### config.mk
export PLATFORM = sky130hd
export DESIGN_NAME = tbi_err_inject_ctrl
export DESIGN_NICKNAME = d
export VERILOG_FILES = /design/src/rtl/tbi_err_inject_ctrl.sv
export SDC_FILE = /design/constraint.sdc
export NUM_CORES = 1
export LEC_CHECK = 0
export CAP_MARGIN = 30
export CORE_ASPECT_RATIO = 2
export CORE_MARGIN = 2
export CORE_UTILIZATION = 40
export DETAILED_ROUTE_END_ITERATION = 8
export GPL_ROUTABILITY_DRIVEN = 0
export HOLD_SLACK_MARGIN = 0.03
export PLACE_DENSITY = 0.74
export SETUP_SLACK_MARGIN = 0.15
export SLEW_MARGIN = 20
export SYNTH_ARGS = -nofsm -noshare
export SYNTH_HDL_FRONTEND = slang
export SYNTH_SLANG_ARGS = --single-unit
### constraint.sdc
create_clock -name clk_sys_i -period 6.3 [get_ports clk_sys_i]
set_input_delay 1.26 -clock clk_sys_i [delete_from_list [all_inputs] [get_ports clk_sys_i]]
set_output_delay 1.26 -clock clk_sys_i [all_outputs]
set_load 0.005 [all_outputs]
### src/rtl/tbi_err_inject_ctrl.sv
// tbi_err_inject_ctrl: picks the TBI code-groups that get corrupted on the
// TX->RX loopback path. The code-group stream is registered with a fixed
// latency of one cycle. Selected symbols have a latched 10-bit mask XORed onto them.
// Modes: off, single burst, periodic bursts, pseudo-random (LFSR threshold).
// Optional feature macro: TBI_ERR_INJECT_STATS_EN adds err_count_o, which is
// a saturating count of corrupted symbols.
module tbi_err_inject_ctrl #(
  parameter int          g_cnt_width  = 16,
  parameter int          g_prob_width = 10,
  parameter logic [15:0] g_lfsr_seed  = 16'hACE1
) (
  input  logic                    clk_sys_i,
  input  logic                    rst_i,
  input  logic [1:0]              cfg_mode_i,
  input  logic [g_cnt_width-1:0]  cfg_burst_len_i,
  input  logic [g_cnt_width-1:0]  cfg_gap_len_i,
  input  logic [g_prob_width:0]   cfg_prob_i,
  input  logic [9:0]              cfg_mask_i,
  input  logic                    start_i,
  input  logic                    stop_i,
  input  logic                    sym_valid_i,
  input  logic [9:0]              data_i,
  output logic                    valid_o,
  output logic [9:0]              data_o,
  output logic                    corrupt_o,
  output logic                    busy_o,
`ifdef TBI_ERR_INJECT_STATS_EN
  output logic [31:0]             err_count_o,
`endif
  output logic                    done_o
);

  // An all-zero Galois LFSR would lock up, so a zero seed is replaced by 1.
  localparam logic [15:0] LFSR_INIT = (g_lfsr_seed == 16'h0000) ? 16'h0001 : g_lfsr_seed;
  localparam logic [15:0] LFSR_TAPS = 16'hB400;
  localparam logic [g_cnt_width-1:0] CNT_ONE = 1;

  typedef enum logic [1:0] {ST_IDLE, ST_BURST, ST_GAP, ST_RAND} state_t;

  state_t                  state_q;
  logic [g_cnt_width-1:0]  cnt_q;
  logic [15:0]             lfsr_q;
  logic [15:0]             lfsr_d;
  logic [1:0]              mode_q;
  logic [g_cnt_width-1:0]  burst_len_q;
  logic [g_cnt_width-1:0]  gap_len_q;
  logic [g_prob_width:0]   prob_q;
  logic [9:0]              mask_q;
  logic                    valid_q;
  logic [9:0]              data_q;
  logic                    corrupt_q;
  logic                    done_q;
  logic                    hit;
  logic                    start_acc;

  // A start is taken only from IDLE, only for a non-off mode, and never alongside stop.
  assign start_acc = start_i && !stop_i && (state_q == ST_IDLE) && (cfg_mode_i != 2'd0);

  // One right-shift step of the Galois LFSR.
  assign lfsr_d = {1'b0, lfsr_q[15:1]} ^ (lfsr_q[0] ? LFSR_TAPS : 16'h0000);

  // Decide whether the symbol presented this cycle is corrupted.
  // In random mode, the threshold is compared with the LFSR value before it advances.
  always_comb begin
    hit = 1'b0;
    case (state_q)
      ST_BURST: hit = sym_valid_i;
      ST_RAND:  hit = sym_valid_i && ({1'b0, lfsr_q[g_prob_width-1:0]} < prob_q);
      default:  hit = 1'b0;
    endcase
  end

  // Scheduler FSM, config latch, LFSR and the registered datapath outputs.
  always_ff @(posedge clk_sys_i) begin
    if (rst_i) begin
      state_q     <= ST_IDLE;
      cnt_q       <= '0;
      lfsr_q      <= LFSR_INIT;
      mode_q      <= 2'd0;
      burst_len_q <= '0;
      gap_len_q   <= '0;
      prob_q      <= '0;
      mask_q      <= '0;
      valid_q     <= 1'b0;
      data_q      <= '0;
      corrupt_q   <= 1'b0;
      done_q      <= 1'b0;
    end else begin
      valid_q   <= sym_valid_i;
      data_q    <= data_i ^ (hit ? mask_q : 10'h000);
      corrupt_q <= hit;
      done_q    <= 1'b0;

      if ((state_q == ST_RAND) && sym_valid_i)
        lfsr_q <= lfsr_d;

      if (stop_i) begin
        state_q <= ST_IDLE;
      end else begin
        case (state_q)
          ST_IDLE: begin
            if (start_acc) begin
              mode_q      <= cfg_mode_i;
              burst_len_q <= cfg_burst_len_i;
              gap_len_q   <= cfg_gap_len_i;
              prob_q      <= cfg_prob_i;
              mask_q      <= cfg_mask_i;
              if (cfg_mode_i == 2'd3) begin
                state_q <= ST_RAND;
              end else if (cfg_burst_len_i != '0) begin
                state_q <= ST_BURST;
                cnt_q   <= cfg_burst_len_i;
              end else if (cfg_mode_i == 2'd1) begin
                // An empty single burst finishes immediately.
                done_q <= 1'b1;
              end
            end
          end
          ST_BURST: begin
            if (sym_valid_i) begin
              if (cnt_q == CNT_ONE) begin
                if (mode_q == 2'd1) begin
                  state_q <= ST_IDLE;
                  done_q  <= 1'b1;
                end else if (gap_len_q != '0) begin
                  state_q <= ST_GAP;
                  cnt_q   <= gap_len_q;
                end else begin
                  // With a zero gap, the bursts run back to back.
                  cnt_q <= burst_len_q;
                end
              end else begin
                cnt_q <= cnt_q - CNT_ONE;
              end
            end
          end
          ST_GAP: begin
            if (sym_valid_i) begin
              if (cnt_q == CNT_ONE) begin
                state_q <= ST_BURST;
                cnt_q   <= burst_len_q;
              end else begin
                cnt_q <= cnt_q - CNT_ONE;
              end
            end
          end
          default: state_q <= state_q;
        endcase
      end
    end
  end

`ifdef TBI_ERR_INJECT_STATS_EN
  logic [31:0] err_count_q;

  // Saturating count of corrupted symbols. The count restarts with each new run.
  always_ff @(posedge clk_sys_i) begin
    if (rst_i || start_acc)
      err_count_q <= '0;
    else if (hit && (err_count_q != 32'hFFFF_FFFF))
      err_count_q <= err_count_q + 32'd1;
  end

  assign err_count_o = err_count_q;
`endif

  assign valid_o   = valid_q;
  assign data_o    = data_q;
  assign corrupt_o = corrupt_q;
  assign busy_o    = (state_q != ST_IDLE);
  assign done_o    = done_q;

endmodule
==> flow_summary.html <==
<table>
<tr><th>Metric</th><th>Value</th></tr>
<tr><th colspan="2">Floorplan</th></tr>
<tr><td>Top-Level Pins</td><td>84</td></tr>
<tr><td>Starting utilization of the core area</td><td>41.0%</td></tr>
<tr><td>Chip Width</td><td>83.0 µm</td></tr>
<tr><td>Floorplan die area</td><td>between 0.01 and 0.015 mm²</td></tr>
<tr><td>Height of the chip</td><td>162 µm</td></tr>
<tr><td>Number of rows created at floorplan</td><td>57</td></tr>
<tr><td>Placeable core region</td><td>0.0122 mm²</td></tr>
<tr><th colspan="2">Timing</th></tr>
<tr><td>Maximum clock frequency</td><td>276 MHz</td></tr>
<tr><td>Final Worst Setup Slack</td><td>2.68 ns</td></tr>
<tr><td>Final Critical Period</td><td>3.62 ns</td></tr>
<tr><td>Total Neg Setup Slack</td><td>0 ns</td></tr>
<tr><td>Measured slew at the worst slew-check pin</td><td>1.02 ns</td></tr>
<tr><td>Final setup fails</td><td>0</td></tr>
<tr><td>Final count of hold timing violations</td><td>0</td></tr>
<tr><td>Remaining max-slew budget at the tightest pin</td><td>a little under a third</td></tr>
<tr><td>Final critical-path share of the clock period</td><td>57.5%</td></tr>
<tr><td>Unrepaired setup endpoints after global routing</td><td>no</td></tr>
<tr><td>Number of max-slew violations in the final report</td><td>0</td></tr>
<tr><td>Skew final</td><td>0.00683 ns</td></tr>
<tr><th colspan="2">Critical path</th></tr>
<tr><td>Max incr delay on CP</td><td>0.74 ns</td></tr>
<tr><td>Element type at the critical path end</td><td>flip-flop</td></tr>
<tr><td>Critical path's top delay family</td><td>simple AND/OR/NAND/NOR gates</td></tr>
<tr><td>Ordered cell list for the critical path</td><td>clkdlybuf4s50_1 &gt; nor4_1 &gt; a41oi_1 &gt; o22ai_2 &gt; or3_1 &gt; a221oi_1 &gt; a221oi_1</td></tr>
<tr><td>Critical Path Most Common Cell</td><td>sky130_fd_sc_hd__a221oi_1</td></tr>
<tr><td>Peak fanout along the critical path</td><td>25</td></tr>
<tr><td>Endpoint required time on the critical path</td><td>6.55 ns</td></tr>
<tr><td>Worst path slowest cell</td><td>sky130_fd_sc_hd__or3_1</td></tr>
<tr><td>CP startpoint kind</td><td>primary input</td></tr>
<tr><td>Number of buffers and inverters on the critical path</td><td>1</td></tr>
<tr><td>Data arrival time of the critical path</td><td>between 3 and 4 ns</td></tr>
<tr><td>Worst setup path class</td><td>in2reg</td></tr>
<tr><td>Minimum setup slack among reg-to-reg paths</td><td>2.89 ns</td></tr>
<tr><th colspan="2">Yosys</th></tr>
<tr><td>Post-synth EDFFs</td><td>0</td></tr>
<tr><td>FF+latch count, synth</td><td>102</td></tr>
<tr><td>Cell count after synthesis</td><td>roughly 640</td></tr>
<tr><td>Largest area contributor in the netlist</td><td>sky130_fd_sc_hd__dfxtp_1</td></tr>
<tr><td>Most frequently used flop master after synthesis</td><td>sky130_fd_sc_hd__dfxtp_1</td></tr>
<tr><td>Yosys top cell area share</td><td>40.9%</td></tr>
<tr><td>Register area share after synthesis</td><td>40.9%</td></tr>
<tr><td>Post-synthesis average cell area</td><td>7.76 µm²</td></tr>
<tr><td>Yosys Warn Count</td><td>0</td></tr>
<tr><td>Commonest cells in the synthesized netlist</td><td>sky130_fd_sc_hd__nand2_1, sky130_fd_sc_hd__dfxtp_1, sky130_fd_sc_hd__a21oi_1</td></tr>
<tr><td>Syn Std Cell Area</td><td>around 0.005 mm²</td></tr>
<tr><td>Net count after synthesis</td><td>730</td></tr>
<tr><td>Most used standard cell by instance count after synthesis</td><td>sky130_fd_sc_hd__nand2_1</td></tr>
<tr><td>Count of unique library cells instantiated by Yosys</td><td>59</td></tr>
<tr><td>Proportion of synthesized flip-flops having asynchronous set or reset</td><td>0%</td></tr>
<tr><td>Top post-synthesis cells by area</td><td>sky130_fd_sc_hd__dfxtp_1, sky130_fd_sc_hd__nand2_1, sky130_fd_sc_hd__a21oi_1</td></tr>
<tr><th colspan="2">Placement</th></tr>
<tr><td>Pre-CTS setup slack</td><td>2.39 ns</td></tr>
<tr><td>Number of cells after detailed placement</td><td>~830</td></tr>
<tr><td>Port Buf Inserts</td><td>83</td></tr>
<tr><td>Half-perimeter wire length after placement</td><td>~10 mm</td></tr>
<tr><th colspan="2">CTS</th></tr>
<tr><td>CTS Hold Buffers Added</td><td>0</td></tr>
<tr><td>Total CTS buffers</td><td>9</td></tr>
<tr><td>H-tree depth reported by CTS</td><td>3</td></tr>
<tr><td>Clock input transition at the sequential cells of the worst setup and hold paths</td><td>0.07 ns</td></tr>
<tr><td>Clock tree from TritonCTS</td><td>built</td></tr>
<tr><td>Number of setup buffers added after CTS</td><td>0</td></tr>
<tr><td>Resized cells post-CTS</td><td>0</td></tr>
<tr><td>Max clock buf depth</td><td>2</td></tr>
<tr><td>Clk Tree Root Cell</td><td>sky130_fd_sc_hd__clkbuf_16</td></tr>
<tr><td>Total clock sinks</td><td>102</td></tr>
<tr><td>Clk Latency, worst-skew pair</td><td>between 0.3 and 0.4 ns</td></tr>
<tr><th colspan="2">GRT</th></tr>
<tr><td>Aggregate global routing overflow</td><td>0</td></tr>
<tr><td>Global-route wire length before repair</td><td>~23 mm</td></tr>
<tr><td>Overall Global Routing Usage</td><td>21.3%</td></tr>
<tr><td>Number of antenna violations at the first check in global routing</td><td>0</td></tr>
<tr><td>Largest net degree at the start of global routing</td><td>70</td></tr>
<tr><td>Number of global-route vias before repair</td><td>4,813</td></tr>
<tr><th colspan="2">Final layout</th></tr>
<tr><td>Fraction of layout instances using a drive strength above 1</td><td>between 4 and 5%</td></tr>
<tr><td>Growth of design area from synthesis to finish</td><td>23.8%</td></tr>
<tr><td>Core occupancy in the finished layout</td><td>50.7%</td></tr>
<tr><td>Antenna diode count</td><td>0</td></tr>
<tr><td>Fin cells</td><td>850</td></tr>
<tr><td>Final #Nets</td><td>784</td></tr>
<tr><th colspan="2">Power</th></tr>
<tr><td>Leak pwr</td><td>about 2.2 nW</td></tr>
<tr><td>Power Total</td><td>1.48 mW</td></tr>
<tr><td>Maximum ir drop on the vdd rail</td><td>0.153 mV</td></tr>
<tr><td>Power per cell area</td><td>239 mW/mm²</td></tr>
<tr><th colspan="2">Detailed routing</th></tr>
<tr><td>Routed vias/inst</td><td>5.75</td></tr>
<tr><td>DR vias</td><td>4,890</td></tr>
<tr><td>Routed wire length</td><td>14.4 mm</td></tr>
<tr><td>Routed WL per cell</td><td>between 15 and 20 µm</td></tr>
<tr><td>Antenna violation net count after detailed routing</td><td>0</td></tr>
<tr><td>DRC violations left</td><td>0</td></tr>
<tr><td>Number of DRC markers after the initial detailed-route iteration</td><td>261</td></tr>
<tr><td>DR pass1 iterations</td><td>5</td></tr>
<tr><th colspan="2">Min path</th></tr>
<tr><td>Worst min-delay path class</td><td>reg2reg</td></tr>
<tr><th colspan="2">Outcome</th></tr>
<tr><td>Result of the run</td><td>completed</td></tr>
<tr><th colspan="2">Flow run</th></tr>
<tr><td>Max-Cap Viols</td><td>0</td></tr>
</table>
-- stage by stage --
| stage | hold WS [ns] | instance area, µm² |
|---|---|---|
| floorplan | 0.432 | 5000 |
| global placement | 0.439 | 5840 |
| detailed placement | 0.446 | 5890 |
| CTS | 0.458 | 6170 |
| global route | 0.477 | 6190 |
| finish | 0.454 | 6190 |
-- routing by layer --
layer  track usage (%)  vias to the layer above  part of all wire (%)  wire length, µm
li1                  -                     2360                     -                -
met1              21.6                     2255                    37             5260
met2              38.9                      211                    51             7320
met3              3.66                       64                   5.7              814
met4              14.7                        0                   6.7              960
met5                 0                        -                     0                0
-- cell usage in the layout, fill, tap and decap left out, drive strengths merged, types with 3 or more instances in the layout --
master	n
clkbuf	10
clkdlybuf4s50	82
o31ai	3
dfxtp	102
nand2	151
nor3	10
a31oi	4
o211ai	4
inv	28
a2111oi	3
a22o	3
o31a	4
a211o	3
or3	17
xor2	3
nor2b	3
buf	7
o21ai	29
xnor2	7
a21oi	92
nand3	6
a221oi	6
nor2	27
or4	4
nand4	3
and2	3
a211oi	7
nor4	13
o41ai	6
clkinv	4
a221o	3
nand3b	12
ha	16
-- where the power goes --
part	switching [mW]	internal [mW]	total [mW]
clock network	0.253	0.281	0.534
logic	0.139	0.113	0.252
registers	0.0225	0.671	0.694
total	0.414	1.06	1.48
-- registers in the layout (all words and copies together), names as in the netlist --
name         cells
burst_len_q     16
cnt_q           16
gap_len_q       16
lfsr_q          16
prob_q          11
data_o          10
mask_q          10
mode_q           2
state_q          2
corrupt_o        1
done_o           1
valid_o          1
-- final timing paths --
| path | depth (start not counted) | from | end |
|---|---|---|---|
| setup / recovery | 7 | cfg_burst_len_i[11] | cnt_q[1] |
| hold / removal | 2 | mask_q[6] | mask_q[6] |
| setup reg to reg | 6 | cnt_q[7] | cnt_q[1] |
| hold reg to reg | 2 | mask_q[6] | mask_q[6] |
-- final cells by class --
class,instances,area [µm²]
tap,147,184
fill,1161,6010
clock buffer,10,239
sequential,102,2040
timing repair buffer,89,907
inverter,27,101
multi-input combinational,469,2670
clock inverter,6,43.8
-- worst register-to-register path: stages (launching register included) --
cell and delay (ns):
sky130_fd_sc_hd__dfxtp_1 0.37, sky130_fd_sc_hd__or4_1 0.73, sky130_fd_sc_hd__or4_1 0.85, sky130_fd_sc_hd__o22ai_2 0.21
sky130_fd_sc_hd__or3_1 0.74, sky130_fd_sc_hd__a221oi_1 0.11, sky130_fd_sc_hd__a221oi_1 0.32
-- cells by family (layout without fill, tap and decap cells) --
group | count (synthesis) | after routing | share of synthesized area, %
multiplexers | 1 | 1 | 0.200
AND/OR/NAND/NOR | 260 | 260 | 24.6
adder cells (fa/ha/maj) | 16 | 16 | 4.01
AO/OA/AOI/OAI | 182 | 182 | 22.6
flip-flops | 102 | 102 | 40.9
XOR/XNOR | 10 | 10 | 1.75
buffers and inverters | 73 | 132 | 5.96
(Power assumes the default switching activity.)
